**src/rtl/s1494_gen_pkg.sv**
```systemverilog
// rtl/s1494_gen_pkg.sv - shared types and default parameters for the s1494_gen controller
package s1494_gen_pkg;

    typedef enum logic [1:0] {
        IDLE = 2'd0,
        LOAD = 2'd1,
        RUN  = 2'd2,
        DONE = 2'd3
    } ch_state_t;

    localparam int DEF_NCH   = 4;
    localparam int DEF_CNT_W = 4;

endpackage

```
**src/rtl/s1494_gen_ch.sv**
```systemverilog
// rtl/s1494_gen_ch.sv - one channel FSM with its beat counter
import s1494_gen_pkg::*;

module s1494_gen_ch #(
    parameter int CNT_W = DEF_CNT_W
) (
    input  logic             CK,
    input  logic             CLR,
    input  logic             req,
    input  logic [CNT_W-1:0] len,
    input  logic             dec,
    output ch_state_t        state,
    output logic [CNT_W-1:0] cnt,
    output logic             done
);

    ch_state_t        state_q, state_d;
    logic [CNT_W-1:0] cnt_q, cnt_d;

    always_comb begin
        state_d = state_q;
        cnt_d   = cnt_q;
        case (state_q)
            IDLE: begin
                if (req) begin
                    state_d = LOAD;
                end
            end
            LOAD: begin
                cnt_d   = len;
                state_d = (len == '0) ? DONE : RUN;
            end
            RUN: begin
                // dec only arrives while this channel owns the accepted beat, so cnt_q >= 1 here
                if (dec) begin
                    cnt_d = cnt_q - CNT_W'(1);
                    if (cnt_q == CNT_W'(1)) begin
                        state_d = DONE;
                    end
                end
            end
            DONE: begin
                state_d = IDLE;
            end
            default: begin
                state_d = IDLE;
            end
        endcase
    end

    always_ff @(posedge CK) begin
        if (CLR) begin
            state_q <= IDLE;
            cnt_q   <= '0;
        end else begin
            state_q <= state_d;
            cnt_q   <= cnt_d;
        end
    end

    assign state = state_q;
    assign cnt   = cnt_q;
    assign done  = (state_q == DONE);

endmodule

```
**src/rtl/s1494_gen_ctrl.sv**
```systemverilog
// rtl/s1494_gen_ctrl.sv - NCH channel FSMs sharing a round-robin arbitrated beat port; S1494_GEN_ERR_EN enables sticky err
import s1494_gen_pkg::*;

module s1494_gen_ctrl #(
    parameter int NCH   = DEF_NCH,
    parameter int CNT_W = DEF_CNT_W,
    parameter int CH_W  = $clog2(NCH)
) (
    input  logic                 CK,
    input  logic                 CLR,
    input  logic [NCH-1:0]       req,
    input  logic [NCH*CNT_W-1:0] len,
    input  logic                 hold,
    output logic                 out_valid,
    output logic [CH_W-1:0]      out_ch,
    output logic [CNT_W-1:0]     out_cnt,
    input  logic                 out_ready,
    output logic [NCH-1:0]       busy,
    output logic [NCH-1:0]       done,
    output logic [NCH-1:0]       err
);

    ch_state_t        st    [NCH];
    logic [CNT_W-1:0] cnt_a [NCH];
    logic [NCH-1:0]   run;
    logic [NCH-1:0]   dec;

    logic             out_valid_q, out_valid_d;
    logic [CH_W-1:0]  out_ch_q, out_ch_d;
    logic [CNT_W-1:0] out_cnt_q, out_cnt_d;
    logic [CH_W-1:0]  ptr_q, ptr_d;

    logic             accept;
    logic             found;
    logic [CH_W-1:0]  pick;
    logic [CH_W-1:0]  cand;

    assign accept = out_valid_q && out_ready;
    assign dec    = accept ? (NCH'(1) << out_ch_q) : '0;

    for (genvar k = 0; k < NCH; k++) begin : g_ch
        s1494_gen_ch #(
            .CNT_W (CNT_W)
        ) u_ch (
            .CK    (CK),
            .CLR   (CLR),
            .req   (req[k]),
            .len   (len[k*CNT_W +: CNT_W]),
            .dec   (dec[k]),
            .state (st[k]),
            .cnt   (cnt_a[k]),
            .done  (done[k])
        );
        assign run[k]  = (st[k] == RUN);
        assign busy[k] = (st[k] != IDLE);
    end

    // First RUN channel at or after ptr, wrapping modulo NCH
    always_comb begin
        found = 1'b0;
        pick  = '0;
        cand  = '0;
        for (int i = 0; i < NCH; i++) begin
            cand = CH_W'((int'(ptr_q) + i) % NCH);
            if (!found && run[cand]) begin
                found = 1'b1;
                pick  = cand;
            end
        end
    end

    // An acceptance needs out_valid high, so issuing only from out_valid low yields one bubble per beat
    always_comb begin
        out_valid_d = out_valid_q;
        out_ch_d    = out_ch_q;
        out_cnt_d   = out_cnt_q;
        ptr_d       = ptr_q;
        if (accept) begin
            out_valid_d = 1'b0;
            ptr_d       = (out_ch_q == CH_W'(NCH - 1)) ? '0 : out_ch_q + CH_W'(1);
        end else if (!out_valid_q && !hold && found) begin
            out_valid_d = 1'b1;
            out_ch_d    = pick;
            out_cnt_d   = cnt_a[pick];
        end
    end

    always_ff @(posedge CK) begin
        if (CLR) begin
            out_valid_q <= 1'b0;
            out_ch_q    <= '0;
            out_cnt_q   <= '0;
            ptr_q       <= '0;
        end else begin
            out_valid_q <= out_valid_d;
            out_ch_q    <= out_ch_d;
            out_cnt_q   <= out_cnt_d;
            ptr_q       <= ptr_d;
        end
    end

    assign out_valid = out_valid_q;
    assign out_ch    = out_ch_q;
    assign out_cnt   = out_cnt_q;

`ifdef S1494_GEN_ERR_EN
    logic [NCH-1:0] err_q, err_d;

    always_comb begin
        err_d = err_q;
        for (int k = 0; k < NCH; k++) begin
            if (req[k] && st[k] != IDLE) begin
                err_d[k] = 1'b1;
            end
        end
    end

    always_ff @(posedge CK) begin
        if (CLR) begin
            err_q <= '0;
        end else begin
            err_q <= err_d;
        end
    end

    assign err = err_q;
`else
    assign err = '0;
`endif

endmodule

```
**config.mk**
```make
export PLATFORM = sky130hd
export DESIGN_NAME = s1494_gen_ctrl
export DESIGN_NICKNAME = d
export VERILOG_FILES = /design/src/rtl/s1494_gen_pkg.sv /design/src/rtl/s1494_gen_ch.sv /design/src/rtl/s1494_gen_ctrl.sv
export SDC_FILE = /design/constraint.sdc
export NUM_CORES = 1
export LEC_CHECK = 0
export BUFFER_PORTS_ARGS = -buffer_cell sky130_fd_sc_hd__buf_4
export CAP_MARGIN = 20
export CORE_AREA = 3 3 74 76
export DETAILED_ROUTE_END_ITERATION = 8
export DIE_AREA = 0 0 77 79
export PLACE_DENSITY = 0.78
export SLEW_MARGIN = 40
export SYNTH_ARGS = -nofsm -noshare
export SYNTH_HDL_FRONTEND = slang
export SYNTH_SLANG_ARGS = --single-unit
```
**constraint.sdc**
```tcl
create_clock -name CK -period 3 [get_ports CK]
set_input_delay 0.6 -clock CK [delete_from_list [all_inputs] [get_ports CK]]
set_output_delay 0.6 -clock CK [all_outputs]
set_load 0.1 [all_outputs]
```
Yosys cells after proc, flatten, opt, wreduce, memory -nomap -nowiden --
Cells that the tools add are included.
Cells by class: add/sub/neg operators 8, order comparisons 5, equality and inequality tests 29, shifts and indexed selects 1, multiplexer cells 49, bitwise logic cells 2, reductions and logical operators 37
Operators with widths (count):
- two-way mux 2 bit | 17
- one-hot mux 2 bit (4 select lines) | 4
- one-hot mux 4 bit (2 select lines) | 4
- two-way mux 4 bit | 7
- == test 2 bit, second input constant | 9
- == test 4 x 1 -> 1 bit, second input constant | 4
- logical NOT 4 bit | 4
- != test 2 x 1 -> 1 bit, second input constant | 8
- nonzero test 2 bit | 8
- subtractor 4 x 1 -> 4 bit, second input constant | 4
- less-than comparator 2 x 3 -> 1 bit, second input constant | 4
- two-way mux 1 bit | 12
- AND reduction 3 bit | 4
- AND reduction 2 bit | 5
- binary-select mux 1 bit (select 2 bit) | 4
- binary-select mux 4 bit (select 2 bit) | 1
- == test 2 x 1 -> 1 bit, second input constant | 4
- logical NOT 2 bit | 4
- != test 2 bit, second input constant | 4
- logical AND 1 bit | 6
- logical NOT 1 bit | 5
- adder 2 x 1 -> 2 bit, second input constant | 2
- adder 2 bit, second input constant | 2
- left shift 1 x 2 -> 4 bit, first input constant | 1
- 4 further kinds | 4
Word-level totals: bits in registers 33, input port bits 24, output and inout port bits 19, logic and storage cells 143

Longest topological paths before layout --
Gate-level depths: netlist of run 1.
depth after elaboration 17, gate-level depth with buffers 10, mapped depth without buffers 8

Modules after synthesis --
From an unflattened synthesis of run 1, not the netlist that was laid out.
Unflattened totals: cells, all modules 271, area, all modules 2426.1 um^2
Modules (own cells, without submodules):
- s1494_gen_ch | times used 4, cells an instance 48, area each 425.4 um^2, sequential area each 120.1 um^2
- s1494_gen_ctrl | times used 1, cells an instance 79, area each 724.4 um^2, sequential area each 180.2 um^2

Worst setup path after synthesis of run 1 --
Ideal clock, no wire load.
path type register to register, start reg g_ch[3].u_ch.state_q[0], end reg out_cnt_q[0] (netlist: out_cnt[0]), library setup time 0.068 ns, arrival 2.485 ns, required time 2.932 ns, slack 0.447 ns, stages on the path, launching flop included 10, path through dfxtp_1 inv_1 ha_1 clkbuf_1 mux2_2 mux2_2 o32ai_2 and2_4 mux4_2 a21oi_2
Between the ends: word-level cells in the longest chain between the ends 17, elaborated cells between the ends (all ways) 29
RTL lines:
- start, declared | RTL line s1494_gen_ch.sv:17 | ch_state_t state_q, state_d;
- start signal, assigned | RTL line s1494_gen_ch.sv:56 | state_q <= state_d;
- == test 2 bit * | RTL line s1494_gen_ctrl.sv:54 | assign run[k] = (st[k] == RUN);
- binary-select mux 1 bit (select 2 bit) | RTL line s1494_gen_ctrl.sv:65 | if (!found && run[cand]) begin
- two-way mux 1 bit (not written as such) | RTL line s1494_gen_ctrl.sv:65
- two-way mux 1 bit | RTL line s1494_gen_ctrl.sv:65
- logical NOT 1 bit | RTL line s1494_gen_ctrl.sv:65
- logical AND 1 bit | RTL line s1494_gen_ctrl.sv:65
- two-way mux 1 bit | RTL line s1494_gen_ctrl.sv:65
- logical NOT 1 bit | RTL line s1494_gen_ctrl.sv:65
- logical AND 1 bit | RTL line s1494_gen_ctrl.sv:65
- two-way mux 1 bit | RTL line s1494_gen_ctrl.sv:65
- logical NOT 1 bit | RTL line s1494_gen_ctrl.sv:65
- logical AND 1 bit | RTL line s1494_gen_ctrl.sv:65
- two-way mux 2 bit | RTL line s1494_gen_ctrl.sv:65
- inverter 2 -> 3 bit (not written as such) | RTL line s1494_gen_ctrl.sv:84 | out_cnt_d = cnt_a[pick];
- binary-select mux 4 bit (select 2 bit) | RTL line s1494_gen_ctrl.sv:84
- two-way mux 4 bit (not written as such) (2 in series) | RTL line s1494_gen_ctrl.sv:84
- end signal, assigned | RTL line s1494_gen_ctrl.sv:97 | out_cnt_q <= out_cnt_d;
- end, declared | RTL line s1494_gen_ctrl.sv:30 | logic [CNT_W-1:0] out_cnt_q, out_cnt_d;
Every way passes the cells marked *; elsewhere a longest branch is shown, timed or not. The select of a mux whose other input is x is not followed. A chain may end at the register's enable or synchronous reset.

Worst setup path in the final report of run 1 --
start reg g_ch[1].u_ch.state_q[0], end reg out_cnt_q[0] (netlist: out_cnt[0])
Between the ends: word-level cells in the longest chain between the ends 17, elaborated cells between the ends (all ways) 29
RTL lines (RTL line):
- start, declared | s1494_gen_ch.sv:17
- start signal, assigned | s1494_gen_ch.sv:56
- == test 2 bit * | s1494_gen_ctrl.sv:54
- binary-select mux 1 bit (select 2 bit) | s1494_gen_ctrl.sv:65
- two-way mux 1 bit (not written as such) | s1494_gen_ctrl.sv:65
- two-way mux 1 bit | s1494_gen_ctrl.sv:65
- logical NOT 1 bit | s1494_gen_ctrl.sv:65
- logical AND 1 bit | s1494_gen_ctrl.sv:65
- two-way mux 1 bit | s1494_gen_ctrl.sv:65
- logical NOT 1 bit | s1494_gen_ctrl.sv:65
- logical AND 1 bit | s1494_gen_ctrl.sv:65
- two-way mux 1 bit | s1494_gen_ctrl.sv:65
- logical NOT 1 bit | s1494_gen_ctrl.sv:65
- logical AND 1 bit | s1494_gen_ctrl.sv:65
- two-way mux 2 bit | s1494_gen_ctrl.sv:65
- inverter 2 -> 3 bit (not written as such) | s1494_gen_ctrl.sv:84
- binary-select mux 4 bit (select 2 bit) | s1494_gen_ctrl.sv:84
- two-way mux 4 bit (not written as such) (2 in series) | s1494_gen_ctrl.sv:84
Marked as above.

==> results of run 1 <==
[final cells by class]
| type | instances | area share (%) |
|---|---|---|
| clock buffer | 6 | 2.33 |
| clock inverter | 2 | 0.321 |
| inverter | 36 | 4.34 |
| multi-input combinational | 245 | 58.5 |
| sequential | 33 | 21.2 |
| tap | 67 | 2.69 |
| timing repair buffer | 44 | 10.6 |
[state kept, by name, summed over array words and instances (netlist names)]
name             cells
out_ch               2
g_ch.u_ch.cnt       16
g_ch.u_ch.state      8
out_valid            1
out_cnt              4
ptr_q                2
[Yosys cell counts, drive strengths merged, types with 3 or more instances]
| library cell | n |
|---|---|
| ha | 36 |
| inv | 36 |
| dfxtp | 33 |
| nor2 | 25 |
| a21oi | 22 |
| o21ai | 19 |
| nand2 | 17 |
| mux2i | 13 |
| buf | 11 |
| clkbuf | 11 |
| a211oi | 9 |
| mux2 | 8 |
| nand3 | 7 |
| nor2b | 6 |
| nor4 | 6 |
| nand2b | 5 |
| nand3b | 5 |
| nor3 | 5 |
| and3 | 4 |
| nor3b | 4 |
| or2 | 4 |
| o211ai | 3 |
| o21bai | 3 |
| o22ai | 3 |
| o31a | 3 |
[how the worst min path moves through the flow]
| stage | cells after the start | slack, ns | to |
|---|---|---|---|
| finish | 2 | 0.49 | out_cnt[3] |
| detailed placement | 2 | 0.48 | out_cnt[3] |
| floorplan | 2 | 0.47 | g_ch[2].u_ch.state[0] |
| CTS | 2 | 0.50 | out_cnt[3] |
| global route | 2 | 0.54 | g_ch[1].u_ch.cnt[0] |
| global placement | 2 | 0.48 | g_ch[2].u_ch.state[0] |
[tightest hold or removal path, delay by kind of cell (launching register included)]
kind | cells | cell delay [ns]
AOI/OAI and AO/OA | 1 | 0.06
and+or+nand+nor | 1 | 0.08
DFF | 1 | 0.31
[logic make-up after synthesis]
logic type      count (synthesis)  share of synthesized area (%)
fa+ha+maj                      36                           16.5
other cells                     1                          0.137
compound gates                 81                           19.7
buf+inv                        58                           9.44
mux                            22                           9.03
simple gates                  102                           21.0
flops                          33                           24.2
[metal layers]
layer  vias up  GRT usage, %
met5         -             0
met4         0          7.65
met3        10          3.51
met2        64          36.5
met1      1148          27.0
li1       1230             -
[metrics by stage]
step | worst slack, ns | util, %
3_3_place_gp | 0.459 | 63.4
3_5_place_dp | 0.353 | 63.4
6_report | 0.315 | 65.1
2_1_floorplan | 0.447 | -
4_1_cts | 0.332 | 65.1
5_1_grt | 0.192 | 65.1
[power breakdown]
part | leakage [nW] | internal, W | switching, W
clock network | 0.0450 | 0.000161 | 0.000179
logic | 1.02 | 0.000779 | 0.00148
registers | 0.270 | 0.000596 | 0.000193
==> run metrics, run 1 <==
area leader, netlist=dfxtp_1; pin count of the biggest net entering global routing=37; drc violations=0; die extent in y=79 µm; placed cell count=~430; Crit Path Max Fanout=8; via density per instance=5.66; clock insertion delay at the later pin of the skew report=around 0.30 ns; combined area of the multi-input logic cells=~1800 µm²; worst reg2reg startpoint=g_ch[1].u_ch.state[0]; final antenna diode count=0; root cell of the clock tree=clkbuf_8; final wirelength=6.23 mm; cell count along the critical path=8; number of buffers between clock root and the deepest sink=2; cell repeated most along the worst path=mux2_2; Async S/R FF share, synth=0%; number of setup violations in the final report=0; run status=finished, final reports clean; uppermost signal routing layer after detailed routing=met4; number of instances in the synthesized netlist=333; Worst Min Path Start=out_cnt[3]; leading cell types in the layout, fill and taps excluded=buf_4 (44), inv_1 (36), ha_1 (36); post-route cell area=just over 3000 µm²; pwr dens=between 1000 and 1500 nW/µm²; unrepaired setup endpoints after global routing=no; net count reported at finish=425; IO buf count=38; post-detailed-placement cell area=3030 µm²; clock skew after layout=0.00982 ns; flip-flop and latch count after synthesis=33; Core ar.=around 4800 µm²; count of flip-flops with a built-in enable after synthesis=0; per-instance average area after synthesis=8.20 µm²; length of routed met3 wiring=322 µm; number of pins exceeding their max-slew limit in the final report=0; per-cell routed wire length=14.4 µm; setup TNS=0 ns; via count of the first global-routing pass=2307; number of placement rows=25; antenna violations before repair=0; worst reg-to-reg path cell count=8; DRT antenna net count=0; Critical R2R Capture=out_cnt[0]; Setup crit start kind=register; post-CTS clock slew at the launch and capture registers of the worst setup and hold paths=0.08 ns; proportion of layout cells with a drive suffix above 1=19.9%; number of distinct library cells after synthesis=between 50 and 60; Post-CTS Hold Buffers=0; total gr overflow=0; total of max-cap violations=0; cell class contributing the biggest share of worst-path delay=multiplexers; Final Hold Fails=0; final-layout worst hold slack=0.494 ns; Cell Count, Final, Fillers Out=433; static leakage power=1.34 nW; CTS tree=done; number of search-and-repair iterations in the first detailed-routing pass=4; Worst setup startpoint=g_ch[1].u_ch.state[0]; post-layout min period=2.69 ns; total power consumption of the routed design=0.00338 W; Metal-1 WL=2.82 mm; cell area after technology mapping=2730 µm²; sequential area share after synthesis=24.2%; top_reg_cell synth=dfxtp_1; period utilization=89.5%; number of buffers inserted during clock tree synthesis=5; max frequency=about 0.37 GHz; Worst EP arrival=about 2.9 ns; routed wl met2=about 3.0 mm; DIE AREA=6080 µm²; post-CTS resize count=0; leading cell types by total area after synthesis=dfxtp_1 (24%), ha_1 (16%), inv_1 (4.9%); overall routing resource usage=21.3%; Die W=77 µm; violation count after the first detailed-route iteration=about 140; critical path required time=roughly 3.2 ns; Area Growth Syn to Fin=14.1%; slowest stage cell, crit path=mux4_2; starting utilization of the core area=57.0%; critical path class=register to register; worst min-delay path class=register to register; Slew @ Worst Pin=about 0.53 ns; fill count=~440; first-pass GRT wire length=10.6 mm; kind of capture point of the worst setup path=register; Buffers & Inverters on Critical Path=1; commonest non-fill, non-tap cell in the layout=buf_4; capture point of the critical path=out_cnt[0]; Worst slew margin=roughly 65%; internal reg-to-reg setup slack=approximately 0.31 ns; CP cell instances=inv_1 > ha_1 > mux2_2 > mux2_2 > o32ai_2 > and2_4 > mux4_2 > a21oi_2; setup fix buffers added after clock tree synthesis=0; area taken by flip-flops and latches=661 µm²; half-perimeter wire length after detailed placement=4.70 mm; I/O pin count=43; delay of the slowest critical-path stage=around 0.50 ns; total number of H-tree levels=2; fraction of synthesized cell area taken by the top area cell type=between 20% and 30%; TritonCTS Sinks=33; via count of the routed design=2452; GP Congestion=0.971; worst voltage drop across the vdd grid=0.709 mV; synthesis warning total=0
Power figures use the tool's default switching activity.
==> run 2, diff against run 1 <==
Settings changed: ABC_AREA set to 1, PLACE_DENSITY 0.78 to 0.82, SYNTH_HIERARCHICAL set to 1.
==> run 2 against run 1 <==
Clock skew down 0.0057 ns. Via count up 10%. Power up 12%. Design area up 3.6%. Combinational power up 14%. Non-clock buffer count down 6. Wire length down 3.5%. Global-route usage down 1.4 points. Worst hold slack better by 0.032 ns. Flip-flop and latch count unchanged. Area after synthesis up 2.0%. First-iteration DRC count down 34%. Critical path type unchanged. Largest power group unchanged.
==> run metrics, run 2 <==
Worst EP arrival=2.21 ns; total gr overflow=0; first-pass GRT wire length=approximately 10 mm; number of distinct library cells after synthesis=28; final wirelength=6.01 mm; Core ar.=approximately 4800 µm²; leading cell types by total area after synthesis=dfxtp_1 (24%), nand2_1 (15%), ha_1 (14%); leading cell types in the layout, fill and taps excluded=nand2_1 (110), inv_1 (56), nand3_1 (52); overall routing resource usage=between 10% and 20%; fraction of synthesized cell area taken by the top area cell type=23.7%; Worst Min Path Start=g_ch[0].u_ch/cnt[3]; post-CTS clock slew at the launch and capture registers of the worst setup and hold paths=approximately 0.07 ns; clock insertion delay at the later pin of the skew report=0.29 ns; fin worst setup slack=1.03 ns; IO buf count=38; sequential area share after synthesis=roughly a quarter; Metal-1 WL=2.87 mm; via count of the first global-routing pass=2365; critical path class=register to register; uppermost signal routing layer after detailed routing=met4; proportion of layout cells with a drive suffix above 1=about 18%; net count reported at finish=526; max FFs per register=16; internal reg-to-reg setup slack=1.03 ns; Final Hold Fails=0; Async S/R FF share, synth=0%; starting utilization of the core area=about three fifths; Critical R2R Capture=out_cnt[1]; routed wl met2=2.79 mm; number of pins exceeding their max-slew limit in the final report=0; number of buffers between clock root and the deepest sink=2; count of flip-flops with a built-in enable after synthesis=0; per-cell routed wire length=about 11 µm; commonest non-fill, non-tap cell in the layout=nand2_1; most instantiated library cell after synthesis=nand2_1; half-perimeter wire length after detailed placement=4.74 mm; die extent in y=79 µm; pwr dens=1180 nW/µm²; via count of the routed design=2703; kind of capture point of the worst setup path=register; Setup crit start kind=register; worst reg2reg startpoint=ptr_q[0]; worst voltage drop across the vdd grid=0.734 mV; antenna violations before repair=0; number of setup violations in the final report=0; cell types with the highest counts after synthesis=nand2_1 (110), inv_1 (56), nand3_1 (52); pre-CTS worst setup slack=1.08 ns; unrepaired setup endpoints after global routing=no; post-layout util=67.4%; Area Growth Syn to Fin=15.9%; number of buffers inserted during clock tree synthesis=5; area leader, netlist=dfxtp_1; length of routed met3 wiring=between 300 and 400 µm; Worst Hold Path Cells=2; total of max-cap violations=0; flip-flop and latch count after synthesis=33; drc violations=0; setup fix buffers added after clock tree synthesis=0; worst min-delay path class=register to register; GP Congestion=0.871; Post-CTS Hold Buffers=0; violation count after the first detailed-route iteration=95; top_reg_cell synth=dfxtp_1; number of search-and-repair iterations in the first detailed-routing pass=5; per-instance average area after synthesis=between 6 and 7 µm²; run status=finished, final reports clean; period utilization=65.7%; pin count of the biggest net entering global routing=24; Die W=77 µm; worst reg-to-reg path cell count=10; cell area after technology mapping=2780 µm²; synthesis warning total=6; final-layout worst hold slack=0.525 ns; total number of H-tree levels=2; number of instances in the synthesized netlist=427; max frequency=between 0.5 and 0.6 GHz; DRT antenna net count=0; setup TNS=0 ns; via density per instance=5.03; CTS tree=done; post-layout min period=1.97 ns; DIE AREA=6080 µm²; final antenna diode count=0; destination of the worst hold path=g_ch[0].u_ch/cnt[3]; static leakage power=between 1.5 and 2 nW; I/O pin count=43; number of placement rows=25; clock skew after layout=0.00416 ns; Crit Path Max Fanout=10; critical path required time=between 3 and 4 ns; post-CTS resize count=0; TritonCTS Sinks=33; root cell of the clock tree=clkbuf_8
[run 2: worst max path at each step]
stage,from,end,slack (ns)
after detailed placement,ptr_q[0],out_cnt[1],1.08
after floorplan,out_ch[0],g_ch[2].u_ch/cnt[2],0.95
after CTS,ptr_q[0],out_cnt[1],1.05
after global placement,ptr_q[0],out_cnt[1],1.17
final,ptr_q[0],out_cnt[1],1.03
after global routing,ptr_q[0],out_cnt[2],0.88
[run 2: worst max-delay path, cell delays in order, from the launching register on]
cell and delay [ns]:
dfxtp_1 0.61, nand3_1 0.20, nand3_1 0.15, nand2_2 0.13, nand4_4 0.21, nand2_4 0.13
a21oi_2 0.23, nand2_1 0.08, nand3_1 0.08, nand2_1 0.06, inv_1 0.05
[run 2: stage by stage]
step                cell area [µm²]  power [W]  instances
CTS                            3230    0.00381        537
global route                   3230    0.00416        537
floorplan                      2800    0.00292        430
global placement               3120    0.00335        530
finish                         3230    0.00380        537
detailed placement             3120    0.00340        530
[run 2: metal layers]
| layer | global-route usage (%) | vias up |
|---|---|---|
| met1 | 25.8 | 1191 |
| li1 | - | 1446 |
| met2 | 34.8 | 60 |
| met5 | 0 | - |
| met3 | 3.74 | 6 |
| met4 | 3.56 | 0 |
[run 2: final cells by class]
class                      count  area, µm²
clock buffer                   5       68.8
clock inverter                 2       35.0
fill                         453       1560
inverter                      62        238
multi-input combinational    330       1860
sequential                    33        661
tap                           67       83.8
timing repair buffer          38        285
[run 2: logic make-up (layout without fill, tap and decap cells)]
group                    Yosys count  after routing  share of synthesized area [%]
other                              1              4                          0.135
XOR/XNOR                           4              4                           1.26
buffers and inverters             67            107                           10.0
flip-flops                        33             33                           23.7
AND/OR/NAND/NOR                  231            231                           38.2
AO/OA/AOI/OAI                     59             59                           12.3
adder cells (fa/ha/maj)           32             32                           14.4
[run 2: where the power goes]
group / switching [W] / leakage (nW) / internal (W)
Clock: 0.000160 / 0.0540 / 0.000241
Sequential: 0.000232 / 0.271 / 0.000600
Combinational: 0.00175 / 1.31 / 0.000812
Total: 0.00215 / 1.64 / 0.00165
